<file path="config.mk">
export PLATFORM = sky130hd
export DESIGN_NAME = fetch_stage
export DESIGN_NICKNAME = d
export VERILOG_FILES = /design/src/rtl/fetch_stage_pkg.sv /design/src/rtl/fetch_stage_if_id_reg.sv /design/src/rtl/fetch_stage.sv
export SDC_FILE = /design/constraint.sdc
export NUM_CORES = 1
export LEC_CHECK = 0
export ABC_AREA = 1
export CAP_MARGIN = 10
export CORE_MARGIN = 10
export CORE_UTILIZATION = 51
export DETAILED_ROUTE_END_ITERATION = 6
export PLACE_DENSITY = 0.81
export SETUP_SLACK_MARGIN = 0.15
export SLEW_MARGIN = 15
export SYNTH_ARGS = -nofsm -noshare
export SYNTH_HDL_FRONTEND = slang
export SYNTH_SLANG_ARGS = --single-unit
</file>
<file path="constraint.sdc">
create_clock -name clk -period 1.8 [get_ports clk]
set_input_delay 0.36 -clock clk [delete_from_list [all_inputs] [get_ports clk]]
set_output_delay 0.36 -clock clk [all_outputs]
set_load 0.005 [all_outputs]
</file>
<file path="src/rtl/fetch_stage_pkg.sv">
// Shared definitions for the MIPS fetch stage.
// Holds the opcode constants, the NOP encoding, the default reset PC,
// the fetch FSM state encoding and small helpers used by the fetch logic.
package fetch_stage_pkg;

  localparam logic [5:0]  OP_RTYPE = 6'b000000;
  localparam logic [5:0]  OP_LW    = 6'b100011;
  localparam logic [5:0]  OP_SW    = 6'b101011;
  localparam logic [5:0]  OP_BEQ   = 6'b000100;

  // sll $0,$0,0 -- architecturally a no-op, used as the IF/ID bubble
  localparam logic [31:0] NOP_INSTR        = 32'h0000_0000;
  localparam logic [31:0] DEFAULT_RESET_PC = 32'h0000_0000;

  typedef enum logic [1:0] {
    ST_FETCH   = 2'd0,  // request outstanding (once out of reset)
    ST_HOLD    = 2'd1,  // instruction parked in skid buffer during stall
    ST_DISCARD = 2'd2   // waiting to swallow the response of a squashed request
  } fetch_state_e;

  function automatic logic [31:0] align_word(input logic [31:0] addr);
    return {addr[31:2], 2'b00};
  endfunction

  function automatic logic [5:0] opcode_of(input logic [31:0] instr);
    return instr[31:26];
  endfunction

endpackage

</file>
<file path="src/rtl/fetch_stage_if_id_reg.sv">
// IF/ID pipeline register.
// Ports:
//   clk, rst_n        clock, asynchronous active-low reset
//   load_i            capture instr_i/pc4_i and mark the entry valid
//   flush_i           replace the entry with a bubble (NOP, invalid); PC+4 kept
//   instr_i, pc4_i    incoming instruction and its PC+4
//   instr_o, pc4_o    registered instruction and PC+4
//   valid_o           entry holds a real instruction
// With neither load_i nor flush_i asserted the register holds. Flush wins.
module if_id_reg
  import fetch_stage_pkg::*;
(
  input  logic        clk,
  input  logic        rst_n,
  input  logic        load_i,
  input  logic        flush_i,
  input  logic [31:0] instr_i,
  input  logic [31:0] pc4_i,
  output logic [31:0] instr_o,
  output logic [31:0] pc4_o,
  output logic        valid_o
);

  logic [31:0] instr_q, instr_d;
  logic [31:0] pc4_q, pc4_d;
  logic        valid_q, valid_d;

  always_comb begin
    instr_d = instr_q;
    pc4_d   = pc4_q;
    valid_d = valid_q;
    if (flush_i) begin
      instr_d = NOP_INSTR;
      valid_d = 1'b0;
    end else if (load_i) begin
      instr_d = instr_i;
      pc4_d   = pc4_i;
      valid_d = 1'b1;
    end
  end

  always_ff @(posedge clk or negedge rst_n) begin
    if (!rst_n) begin
      instr_q <= NOP_INSTR;
      pc4_q   <= '0;
      valid_q <= 1'b0;
    end else begin
      instr_q <= instr_d;
      pc4_q   <= pc4_d;
      valid_q <= valid_d;
    end
  end

  assign instr_o = instr_q;
  assign pc4_o   = pc4_q;
  assign valid_o = valid_q;

endmodule

</file>
<file path="src/rtl/fetch_stage.sv">
// MIPS instruction fetch stage.
// Keeps the PC, issues one instruction-memory request at a time, parks a
// response that arrives during a stall in a skid buffer, squashes requests
// made stale by a taken branch, and feeds the IF/ID register.
// Ports:
//   clk, rst_n                 clock, asynchronous active-low reset
//   Stall                      hold PC and IF/ID
//   BranchTaken, BranchTarget  redirect (overrides Stall)
//   IMemReq, IMemAddr          memory request level and word-aligned address
//   IMemRdata, IMemValid       memory response, valid strobe one cycle
//   Instr_ID, PC4_ID, Valid_ID IF/ID contents
//   Opcode_ID                  Instr_ID[31:26]
//   FetchCount                 instructions delivered to IF/ID (wraps)
module fetch_stage
  import fetch_stage_pkg::*;
#(
  parameter logic [31:0] RESET_PC = DEFAULT_RESET_PC
) (
  input  logic        clk,
  input  logic        rst_n,
  input  logic        Stall,
  input  logic        BranchTaken,
  input  logic [31:0] BranchTarget,
  output logic        IMemReq,
  output logic [31:0] IMemAddr,
  input  logic [31:0] IMemRdata,
  input  logic        IMemValid,
  output logic [31:0] Instr_ID,
  output logic [31:0] PC4_ID,
  output logic        Valid_ID,
  output logic [5:0]  Opcode_ID,
  output logic [31:0] FetchCount
);

  fetch_state_e state_q, state_d;
  logic [31:0]  pc_q, pc_d;
  logic [31:0]  skid_q, skid_d;
  logic [31:0]  cnt_q, cnt_d;
  // Low during reset and for the first cycle after it, so the first request
  // appears only after the first clock edge following reset release.
  logic         armed_q;

  logic         req_out;
  logic [31:0]  pc_plus4;
  logic [31:0]  target;
  logic         ifid_load;
  logic         ifid_flush;
  logic [31:0]  ifid_instr;

  assign pc_plus4 = pc_q + 32'd4;
  assign target   = align_word(BranchTarget);
  assign req_out  = armed_q && (state_q == ST_FETCH);

  always_comb begin
    state_d    = state_q;
    pc_d       = pc_q;
    skid_d     = skid_q;
    cnt_d      = cnt_q;
    ifid_load  = 1'b0;
    ifid_flush = 1'b0;
    ifid_instr = IMemRdata;

    unique case (state_q)
      ST_FETCH: begin
        if (BranchTaken) begin
          pc_d       = target;
          ifid_flush = 1'b1;
          // Response still to come: it must be swallowed before refetching.
          if (req_out && !IMemValid) state_d = ST_DISCARD;
        end else if (req_out && IMemValid) begin
          if (Stall) begin
            skid_d  = IMemRdata;
            state_d = ST_HOLD;
          end else begin
            ifid_load = 1'b1;
            pc_d      = pc_plus4;
            cnt_d     = cnt_q + 32'd1;
          end
        end else if (!Stall) begin
          ifid_flush = 1'b1;
        end
      end

      ST_HOLD: begin
        if (BranchTaken) begin
          pc_d       = target;
          ifid_flush = 1'b1;
          skid_d     = '0;
          state_d    = ST_FETCH;
        end else if (!Stall) begin
          ifid_instr = skid_q;
          ifid_load  = 1'b1;
          pc_d       = pc_plus4;
          cnt_d      = cnt_q + 32'd1;
          skid_d     = '0;
          state_d    = ST_FETCH;
        end
      end

      ST_DISCARD: begin
        if (BranchTaken) begin
          pc_d       = target;
          ifid_flush = 1'b1;
        end else if (!Stall) begin
          ifid_flush = 1'b1;
        end
        // The squashed response closes the outstanding request either way.
        if (IMemValid) state_d = ST_FETCH;
      end

      default: state_d = ST_FETCH;
    endcase
  end

  always_ff @(posedge clk or negedge rst_n) begin
    if (!rst_n) begin
      state_q <= ST_FETCH;
      pc_q    <= RESET_PC;
      skid_q  <= '0;
      cnt_q   <= '0;
      armed_q <= 1'b0;
    end else begin
      state_q <= state_d;
      pc_q    <= pc_d;
      skid_q  <= skid_d;
      cnt_q   <= cnt_d;
      armed_q <= 1'b1;
    end
  end

  if_id_reg u_if_id (
    .clk     (clk),
    .rst_n   (rst_n),
    .load_i  (ifid_load),
    .flush_i (ifid_flush),
    .instr_i (ifid_instr),
    .pc4_i   (pc_plus4),
    .instr_o (Instr_ID),
    .pc4_o   (PC4_ID),
    .valid_o (Valid_ID)
  );

  assign IMemReq    = req_out;
  assign IMemAddr   = pc_q;
  assign Opcode_ID  = opcode_of(Instr_ID);
  assign FetchCount = cnt_q;

endmodule
</file>
; ---- Word-level counts from Yosys, hierarchy flattened
; Cells that the tools add are included.
[op_classes]
n_addsub = 2
n_eq_ne = 11
mux = 41
bitwise_logic = 1
n_reduce_logical = 13
[ops]
columns = op, n
row1 = 32-bit two-way mux, 18
row2 = 32-bit one-hot mux with 2 select lines, 2
row3 = 32-bit one-hot mux with 3 select lines, 1
row4 = 32-bit by 1-bit adder with 32-bit output (second input constant), 1
row5 = 32-bit by 3-bit adder with 32-bit output (second input constant), 1
row6 = 2-bit two-way mux, 7
row7 = 1-bit two-way mux, 10
row8 = 2-bit != test (second input constant), 4
row9 = 4-bit AND reduction, 2
row10 = 3-bit by 2-bit != test with 1-bit output (second input constant), 2
row11 = 3-bit != test (second input constant), 2
row12 = 2-bit one-hot mux with 3 select lines, 1
row13 = 5-bit AND reduction, 1
row14 = 2-bit nonzero test, 2
row15 = 1-bit logical AND, 3
row16 = 1-bit one-hot mux with 3 select lines, 1
row17 = 3-bit AND reduction, 1
row18 = 3-bit nonzero test, 1
row19 = 2-bit by 1-bit == test with 1-bit output (second input constant), 1
row20 = 2-bit == test (second input constant), 1
row21 = 2-bit logical NOT, 1
row22 = 2-bit by 1-bit != test with 1-bit output (second input constant), 1
row23 = 1-bit one-hot mux with 2 select lines, 1
row24 = 2-bit AND reduction, 1
row25 = other kinds (2), 2
[word_totals]
ff_bits = 164
in_bits = 69

; ---- Depth between registers and ports, before layout
; Gate-level depths: netlist (run 1).
[logic_depth]
ltp_word = 8
ltp_mapped = 11
mapped_depth_nobuf = 10

; ---- By module
; From an unflattened synthesis (run 1), not the netlist that was laid out.
[hier_totals]
hier_cells = 1285
hier_area_um2 = 9013.6
[modules_own_cells]
columns = mod, n_inst, cells_each, area_per_inst_um2, seq_area_each_um2
row1 = fetch_stage, 1, 1003, 6468.7, 2427.3
row2 = if_id_reg, 1, 282, 2544.9, 1626.6

; ---- Least setup slack after synthesis (run 1)
; OpenSTA, ideal clock, no wires.
[synth_path]
path_kind = register -> register
from = register pc_q[2], in the netlist IMemAddr[2]
to = register pc_q[18], in the netlist IMemAddr[18]
setup_ns = 0.122
t_arrival_ns = 1.337
t_required_ns = 1.678
setup_slack_ns = 0.341
stages_incl_launch_ff = 9
synth_period_minus_slack_ns = 1.459
path_cell_list = dfrtp_1 > ha_1 > inv_1 > nor2_1 > nand2_1 > o21ai_0 > nand2_1 > nand2_1 > a21oi_1
[synth_between]
elab_chain_len = 5
[synth_rtl]
columns = item, line
row1 = from (decl), fetch_stage.sv:36  ; logic [31:0] pc_q, pc_d;
row2 = from (signal assigned), fetch_stage.sv:124  ; pc_q <= pc_d;
row3 = 32-bit by 3-bit adder with 32-bit output (*), fetch_stage.sv:50  ; assign pc_plus4 = pc_q + 32'd4;
row4 = 32-bit two-way mux (*), "fetch_stage.sv:71, fetch_stage.sv:90"
row5 = 32-bit two-way mux, fetch_stage.sv:70  ; end else if (req_out && IMemValid) begin
row6 = 32-bit two-way mux, fetch_stage.sv:65  ; if (BranchTaken) begin
row7 = 32-bit one-hot mux with 3 select lines (*), fetch_stage.sv:63  ; unique case (state_q)
; Every way passes the cells marked *; elsewhere a longest branch is shown, timed or not. The select of a mux whose other input is x is not followed.
; A chain may end at the register's enable or synchronous reset.

; ---- Worst setup path in the final report (run 1)
[layout_path]
from = register state_q[0]
to = output port IMemReq
[layout_between]
elab_chain_len = 2
[layout_rtl]
columns = item, line
row1 = from (decl), fetch_stage.sv:35  ; fetch_state_e state_q, state_d;
row2 = from (signal assigned), fetch_stage.sv:123  ; state_q <= state_d;
row3 = 2-bit logical NOT, fetch_stage.sv:52  ; assign req_out = armed_q && (state_q == ST_FETCH);
row4 = 1-bit logical AND, fetch_stage.sv:52
row5 = to (decl), fetch_stage.sv:24  ; output logic IMemReq,
; No other way between the ends.

==> flow_summary.json, run 1 <==
{
  "timing_worst_setup_path_type": "reg2out",
  "number_of_primary_i_o_pins": 205,
  "die_y_um": 153,
  "failing_checks": "design-rule violations",
  "critPathSlowestCell": "sky130_fd_sc_hd__dfrtp_2",
  "gp_congestion": 0.957,
  "least_setup_slack_across_all_paths_after_layout_ns": 0.162,
  "ys_seq_area_share_pct": 44.1,
  "setup_tns_ns": 0,
  "critical_path_peak_fanout": 4,
  "hp-class": "in2async",
  "vias": 9231,
  "report.power.total_uw": 18900,
  "final_area_mm2": 0.0128,
  "rows": 48,
  "ctsRootBufferMaster": "sky130_fd_sc_hd__clkbuf_16",
  "switchingPower_uw": 7300,
  "drt.antenna.violating_nets": 0,
  "report.final.slew_viol_count": 0,
  "detail_route.vias_per_cell": 5.32,
  "synth-edff-count": 0,
  "clock_insertion_delay_worst_skew_ns": 0.44,
  "wire_length_of_the_first_global_routing_pass_um": 47300,
  "grt_antenna_before_repair": 2,
  "synth.ff_latch_count": 160,
  "tritoncts": "built",
  "dp_hpwl_um": 20400,
  "synthTopCellsByArea": "sky130_fd_sc_hd__dfrtp_1 44%, sky130_fd_sc_hd__nand2_1 16%, sky130_fd_sc_hd__nor2_1 6.5%, sky130_fd_sc_hd__o21ai_0 5.9%, sky130_fd_sc_hd__nand3_1 4.4%",
  "power_switching_share_pct": 38.5,
  "cts_sinks": 160,
  "vias_in_the_first_global_route": 9284,
  "ctsHtreeMaxLevel": 4,
  "rsz_0062_raised_after_global_routing": "true",
  "yosys_most_used_dff": "sky130_fd_sc_hd__dfrtp_1",
  "path_clk_slew_ns": 0.06,
  "routedWlPerCell_um": 17.2,
  "syn-mean-instance-area_um2": 7.41,
  "yosys_warnings": 0,
  "timing_hold_violations_final": 0,
  "initial_utilization_pct": 52.3,
  "power_frac_seq_pct": 30.7,
  "layout.nets": 1569,
  "final.setup_skew_ns": 0.00744,
  "final.period_utilization_pct": 91.0,
  "synthCells": 1225,
  "power-per-cell-area_mw_per_mm2": 1480,
  "synthDominantAreaCellType": "sky130_fd_sc_hd__dfrtp_1",
  "setup-violations-final": 0,
  "number_of_cts_inserted_buffers": 17,
  "part_of_the_power_in_the_clock_network_pct": 22.6,
  "ys_async_sr_fraction_pct": 100,
  "cp_data_arrival_time_ns": 1.28,
  "synth.distinct_cells": 37,
  "maximum_number_of_pins_on_one_net_before_global_route_repair": 50,
  "groute.usage.overall_pct": 24.4,
  "status": "finished, violations left",
  "detail_route.drc_violations": 8,
  "synth_commonest_cells": "397 x sky130_fd_sc_hd__nand2_1, 160 x sky130_fd_sc_hd__dfrtp_1, 158 x sky130_fd_sc_hd__nor2_1, 107 x sky130_fd_sc_hd__o21ai_0, 106 x sky130_fd_sc_hd__inv_1",
  "io_buffers": 198,
  "comb_pwr_share_pct": 46.7,
  "floorplan.core_area_mm2": 0.0174,
  "clockBufferDepth": 2,
  "worst_setup_path_end_kind": "output pin",
  "synth.most_common_cell": "sky130_fd_sc_hd__nand2_1",
  "max_clock_freq_mhz": 611,
  "yosys_top_cell_area_share_pct": 44.1,
  "area.growth.synth_to_final_pct": 41.2,
  "critPathLaunchType": "flop",
  "gr-total-overflow": 0,
  "fp.dieW_um": 153,
  "drt-initial-drc-count": 770,
  "final_layout_size_suffix_gt1_share_pct": 17.9,
  "crit_required_ns": 1.44,
  "synth_area_mm2": 0.00907,
  "detail_route.wirelength_um": 29800,
  "cellInternalPower_uw": 11600,
  "leakagePower_uw": 0.00625,
  "placement.setup.worst_slack_ns": -0.159,
  "postPlaceCellArea_mm2": 0.0115,
  "cp_cell_sequence": "inv_2 -> nand2_4 -> nor2_4 -> buf_6",
  "drt_pre_antenna_iters": 7,
  "dieArea_mm2": 0.0235,
  "max_cap_violations": 0,
  "max-vdd-ir-drop_uv": 889,
  "final_period_minus_worst_setup_slack_ns": 1.64,
  "critical-path-max-stage-delay_ns": 0.46
}
==> power groups by stage <==
stage	logic, uW	clock network (uW)	registers, uW
2_1_floorplan	4140	0	5980
3_3_place_gp	7670	0	6150
3_5_place_dp	7880	0	6200
4_1_cts	8370	4300	5770
5_1_grt	9750	4460	5980
6_report	8850	4280	5820
==> repair_timing <==
item,CTS,global route
pin swaps,0,3
hold buffers,1,0
cloned,0,2
setup buffers,56,5
gates resized for setup,160,66
endpoints found under the hold margin,31,0
setup endpoints to repair,138,134
==> placed cells by master (no fill, tap or decap), drive strengths merged <==
master / Yosys / routed
a21oi: 16 / 16
a31oi: 13 / 13
and3: 1 / 1
buf: 51 / 115
bufinv: 0 / 7
clkbuf: 11 / 21
clkdlybuf4s50: 0 / 63
clkinv: 0 / 2
clkinvlp: 0 / 2
conb: 2 / 5
dfrtp: 160 / 160
diode: 0 / 1
dlygate4sd2: 0 / 125
dlygate4sd3: 0 / 1
dlymetal6s2s: 0 / 7
ha: 2 / 2
inv: 110 / 110
mux2i: 12 / 12
nand2: 402 / 402
nand3: 89 / 89
nand3b: 7 / 7
nand4: 2 / 2
nor2: 163 / 163
nor3: 4 / 4
nor4: 1 / 1
o211ai: 1 / 1
o21a: 1 / 1
o21ai: 130 / 130
o22ai: 22 / 22
or2: 1 / 1
xnor2: 7 / 7
xor2: 17 / 17
==> cell families (layout without fill, tap and decap cells) <==
family | count (synthesis) | in the layout | synth area share (%)
simple gates | 670 | 670 | 30.7
compound gates | 183 | 183 | 12.5
buf+inv | 172 | 453 | 8.63
flops | 160 | 160 | 44.1
xor+xnor | 24 | 24 | 2.32
mux | 12 | 12 | 1.32
fa+ha+maj | 2 | 2 | 0.276
other cells | 2 | 6 | 0.0828
==> sequential cells by signal (all words and copies together) (netlist names) <==
name             flops
u_if_id.pc4_o       30
IMemAddr            30
skid_q              32
u_if_id.valid_o      1
FetchCount          32
armed_q              1
u_if_id.instr_o     32
state_q              2
==> final timing paths <==
kind / start / endpoint / slack [ns] / cells after the start
setup / recovery: state_q[0]$_DFFE_PN0P_ / IMemReq / 0.16 / 4
hold / removal: rst_n / FetchCount[5]$_DFFE_PN0P_ / 0.39 / 2
setup reg to reg: IMemAddr[2]$_DFFE_PN0P_ / IMemAddr[14]$_DFFE_PN0P_ / 0.21 / 10
hold reg to reg: u_if_id.pc4_o[30]$_DFFE_PN0P_ / u_if_id.pc4_o[30]$_DFFE_PN0P_ / 0.47 / 2
max in group asynchronous: rst_n / skid_q[8]$_DFFE_PN0P_ / 0.78 / 3
min in group clk: Stall / state_q[0]$_DFFE_PN0P_ / 0.39 / 4
==> worst max-delay path, delay by kind of cell (launching register included) <==
family | cells | cell delay [ns]
buffers and inverters | 2 | 0.21
flip-flops | 1 | 0.46
AND/OR/NAND/NOR | 2 | 0.17
==> final cells by class <==
cell class,instances,area [um^2]
inverter,110,415
tap,225,282
antenna,1,2.50
multi-input combinational,896,4490
clock buffer,19,453
timing repair buffer,313,2900
sequential,160,4030
fill,1336,4550
clock inverter,11,235
==> through the flow <==
| step | util (%) | hold slack (ns) | cells |
|---|---|---|---|
| 6_report | 73.8 | 0.385 | 1735 |
| 5_1_grt | 73.8 | 0.413 | 1735 |
| 4_1_cts | 72.0 | 0.364 | 1727 |
| 3_5_place_dp | 66.2 | 0.277 | 1640 |
| 3_3_place_gp | 66.2 | 0.273 | 1640 |
| 2_1_floorplan | - | 0.0644 | 1228 |
==> layer usage <==
metal	track usage, %	wire [um]	up-vias
met5	0	7	-
met4	8.10	815	2
met3	8.45	2730	66
met2	41.1	14700	349
met1	28.4	11500	4387
li1	-	-	4427
No activity file was read; power rests on OpenSTA's default activity.
==> inputs of run 2 (changes only) <==
- SLEW_MARGIN: 15 -> default
==> results of run 2 <==
Final layout, timing and power as in run 1 (identical DEF).
==> inputs of run 3 (changes only) <==
- ABC_AREA: 1 -> default
- CORE_UTILIZATION: 51 -> 49
==> run 3 against run 2 <==
  * Clock skew is 0.0072 ns higher
  * Largest power group is now registers
  * The run ends with negative setup slack left
  * Largest cell class unchanged
  * Critical path type is now reg2reg
  * Maximum frequency is 20% lower
  * Sequential power is 23% lower
==> flow_summary.json, run 3 <==
{
  "synth-edff-count": 0,
  "maximum_number_of_pins_on_one_net_before_global_route_repair": 46,
  "clockBufferDepth": 2,
  "rows": 45,
  "synth.distinct_cells": 50,
  "synthCells": 748,
  "failing_checks": "negative setup slack",
  "ys_seq_area_share_pct": 53.0,
  "worst_setup_path_end_kind": "flop",
  "synth_area_mm2": 0.00755,
  "leakagePower_uw": 0.00616,
  "detail_route.wirelength_um": 30900,
  "grt_antenna_before_repair": 3,
  "synth.ff_latch_count": 160,
  "gp_congestion": 0.868,
  "io_buffers": 198,
  "timing_worst_setup_path_type": "reg2reg",
  "status": "finished, violations left",
  "max_clock_freq_mhz": 491,
  "synthTopCellsByArea": "sky130_fd_sc_hd__dfrtp_1 53%, sky130_fd_sc_hd__nand2_1 5.8%, sky130_fd_sc_hd__o21ai_0 4.6%, sky130_fd_sc_hd__mux2i_1 4.2%, sky130_fd_sc_hd__a22o_1 3.7%",
  "synthDominantAreaCellType": "sky130_fd_sc_hd__dfrtp_1",
  "syn-mean-instance-area_um2": 10.1,
  "drt_pre_antenna_iters": 5,
  "critPathLaunchType": "flop",
  "cp_cell_sequence": "nand4_1 -> or4_4 -> or4_4 -> or3_1 -> nand4_1",
  "power_switching_share_pct": 31.3,
  "layout_commonest_cell": "sky130_fd_sc_hd__dfrtp_1",
  "die_y_um": 144,
  "dp_hpwl_um": 16400,
  "initial_utilization_pct": 49.9,
  "power_frac_seq_pct": 40.3,
  "crit_required_ns": 2.16,
  "rsz_0062_raised_after_global_routing": "true",
  "final.period_utilization_pct": 113,
  "detail_route.drc_violations": 0,
  "vias": 7868,
  "report.final.slew_viol_count": 0,
  "hp-class": "in2reg",
  "synth.most_common_cell": "sky130_fd_sc_hd__dfrtp_1",
  "critical-path-max-stage-delay_ns": 0.54,
  "least_setup_slack_across_all_paths_after_layout_ns": -0.237,
  "ctsHtreeMaxLevel": 4,
  "number_of_primary_i_o_pins": 205,
  "max-vdd-ir-drop_uv": 592,
  "cellInternalPower_uw": 7660,
  "drt-initial-drc-count": 588,
  "layout.filler_cells": 802,
  "gr-total-overflow": 0,
  "path_clk_slew_ns": 0.07,
  "groute.usage.overall_pct": 25.6,
  "layout.nets": 1179,
  "yosys_warnings": 0,
  "setup-violations-final": 21,
  "cts_sinks": 160,
  "gr-max-usage-layer": "met2",
  "comb_pwr_share_pct": 27.1,
  "cp_data_arrival_time_ns": 2.40,
  "yosys_most_used_dff": "sky130_fd_sc_hd__dfrtp_1",
  "number_of_cts_inserted_buffers": 17,
  "power-per-cell-area_mw_per_mm2": 874,
  "part_of_the_power_in_the_clock_network_pct": 32.7,
  "global_route.usage.met3_pct": 7.48,
  "final.setup_skew_ns": 0.0146,
  "timing_hold_violations_final": 0,
  "wire_length_of_the_first_global_routing_pass_um": 42000,
  "placement.setup.worst_slack_ns": -0.507,
  "switchingPower_uw": 3490,
  "critPathSlowestCell": "sky130_fd_sc_hd__or4_4",
  "routedWlPerCell_um": 23.6,
  "yosys_top_cell_area_share_pct": 53.0,
  "area.growth.synth_to_final_pct": 68.7,
  "fp.dieW_um": 144,
  "grtUsageMet2_pct": 43.3,
  "setup_tns_ns": -1.67,
  "final_layout_size_suffix_gt1_share_pct": 33.5,
  "layout.cells.most_common_list": "152 x sky130_fd_sc_hd__dfrtp_1, 119 x sky130_fd_sc_hd__buf_4, 112 x sky130_fd_sc_hd__dlygate4sd2_1, 92 x sky130_fd_sc_hd__nand2_1, 62 x sky130_fd_sc_hd__clkdlybuf4s50_1",
  "ys_async_sr_fraction_pct": 100,
  "globalRouteMet1Util_pct": 30.5,
  "clock_insertion_delay_worst_skew_ns": 0.44,
  "final_core_utilization_pct": 84.2,
  "ctsRootBufferMaster": "sky130_fd_sc_hd__clkbuf_16",
  "floorplan.core_area_mm2": 0.0151,
  "tritoncts": "built",
  "detail_route.vias_per_cell": 6.00,
  "final_period_minus_worst_setup_slack_ns": 2.04,
  "dieArea_mm2": 0.0208,
  "drt.antenna.violating_nets": 0,
  "vias_in_the_first_global_route": 7579,
  "synth_commonest_cells": "160 x sky130_fd_sc_hd__dfrtp_1, 116 x sky130_fd_sc_hd__nand2_1, 70 x sky130_fd_sc_hd__o21ai_0, 34 x sky130_fd_sc_hd__clkbuf_1, 33 x sky130_fd_sc_hd__a21oi_1",
  "max_cap_violations": 0,
  "critical_path_peak_fanout": 3
}
==> run 3: cell types whose count changed in the layout (fill, tap and decap cells not counted), moves of 20 or more <==
cell / change
sky130_fd_sc_hd__a22o_1: +32
sky130_fd_sc_hd__nand2_1: -297
sky130_fd_sc_hd__nor2_1: -120
sky130_fd_sc_hd__nand4_1: +20
sky130_fd_sc_hd__o21ai_1: +34
sky130_fd_sc_hd__inv_1: -100
sky130_fd_sc_hd__o21ai_0: -85
sky130_fd_sc_hd__buf_6: +45
sky130_fd_sc_hd__nand3_1: -60
sky130_fd_sc_hd__buf_4: +24
==> run 3: cell families after synthesis <==
kind of cell               Yosys count  synth area share [%]
AOI/OAI and AO/OA                  182                  15.3
xor gates and xnor gates            58                  6.72
adders and majority gates            2                 0.331
buffers and inverters               62                  3.78
DFF                                160                  53.0
muxes                               32                  4.24
other                                2                0.0994
and+or+nand+nor                    250                  16.5
==> run 3: layout make-up <==
type	instances	area [um^2]	area share (%)
clock buffers	18	439	3.44
inverters	4	15.0	0.118
flip-flops and latches	160	4010	31.5
well taps	188	235	1.85
clock inverters	14	154	1.21
multi-input cells	531	4050	31.8
diodes	2	5.00	0.0393
repair buffers	394	3830	30.1
==> run 3: layer usage <==
metal | part of all wire [%] | vias up | wire (um)
met4 | 3.5 | 4 | 1080
li1 | - | 3406 | -
met2 | 50 | 447 | 15400
met1 | 37 | 3912 | 11600
met5 | 0.094 | - | 29
met3 | 9.0 | 99 | 2770
==> run 3: path summary, 6_finish.rpt <==
kind,from,to,slack (ns),cells past startpoint
min in group asynchronous,rst_n,FetchCount[31]$_DFFE_PN0P_,0.42,2
min reg2reg,u_if_id.pc4_o[25]$_DFFE_PN0P_,u_if_id.pc4_o[25]$_DFFE_PN0P_,0.48,2
min,IMemValid,state_q[1]$_DFFE_PN0P_,0.30,2
max,IMemAddr[15]$_DFFE_PN0P_,IMemAddr[27]$_DFFE_PN0P_,-0.24,5
max in group asynchronous,rst_n,IMemAddr[9]$_DFFE_PN0P_,0.74,3
max reg2reg,IMemAddr[15]$_DFFE_PN0P_,IMemAddr[27]$_DFFE_PN0P_,-0.24,5
==> run 3: worst max-delay path, delay by kind of cell (launching register included) <==
kind,cells,cell delay [ns]
DFF,1,0.37
and+or+nand+nor,5,1.59
==> run 3: metrics by stage <==
step           power, uW  instances  hold slack, ns  area [um^2]
3_3_place_gp        7060       1177           0.295        10600
4_1_cts            10700       1270           0.413        11900
6_report           11100       1311           0.300        12700
2_1_floorplan       5490        751          0.0644         7790
3_5_place_dp        7110       1177           0.290        10600
5_1_grt            11600       1310           0.315        12700
==> run 3: what timing repair did <==
action / 4_1_cts / 5_1_grt
resized for setup: 266 / 146
setup endpoints to repair: 279 / 175
hold buffers: 1 / 0
gates cloned: 5 / 8
hold endpoints to repair: 33 / 0
pin swaps: 58 / 64
setup buffers: 55 / 31
==> run 3: power groups by stage <==
stage / Clock (uW) / Sequential [uW] / Combinational (uW)
final: 3640 / 4490 / 3020
after CTS: 3630 / 4440 / 2630
after detailed placement: 0 / 4490 / 2620
after global routing: 3800 / 4540 / 3220
after floorplan: 0 / 4560 / 928
after global placement: 0 / 4470 / 2600
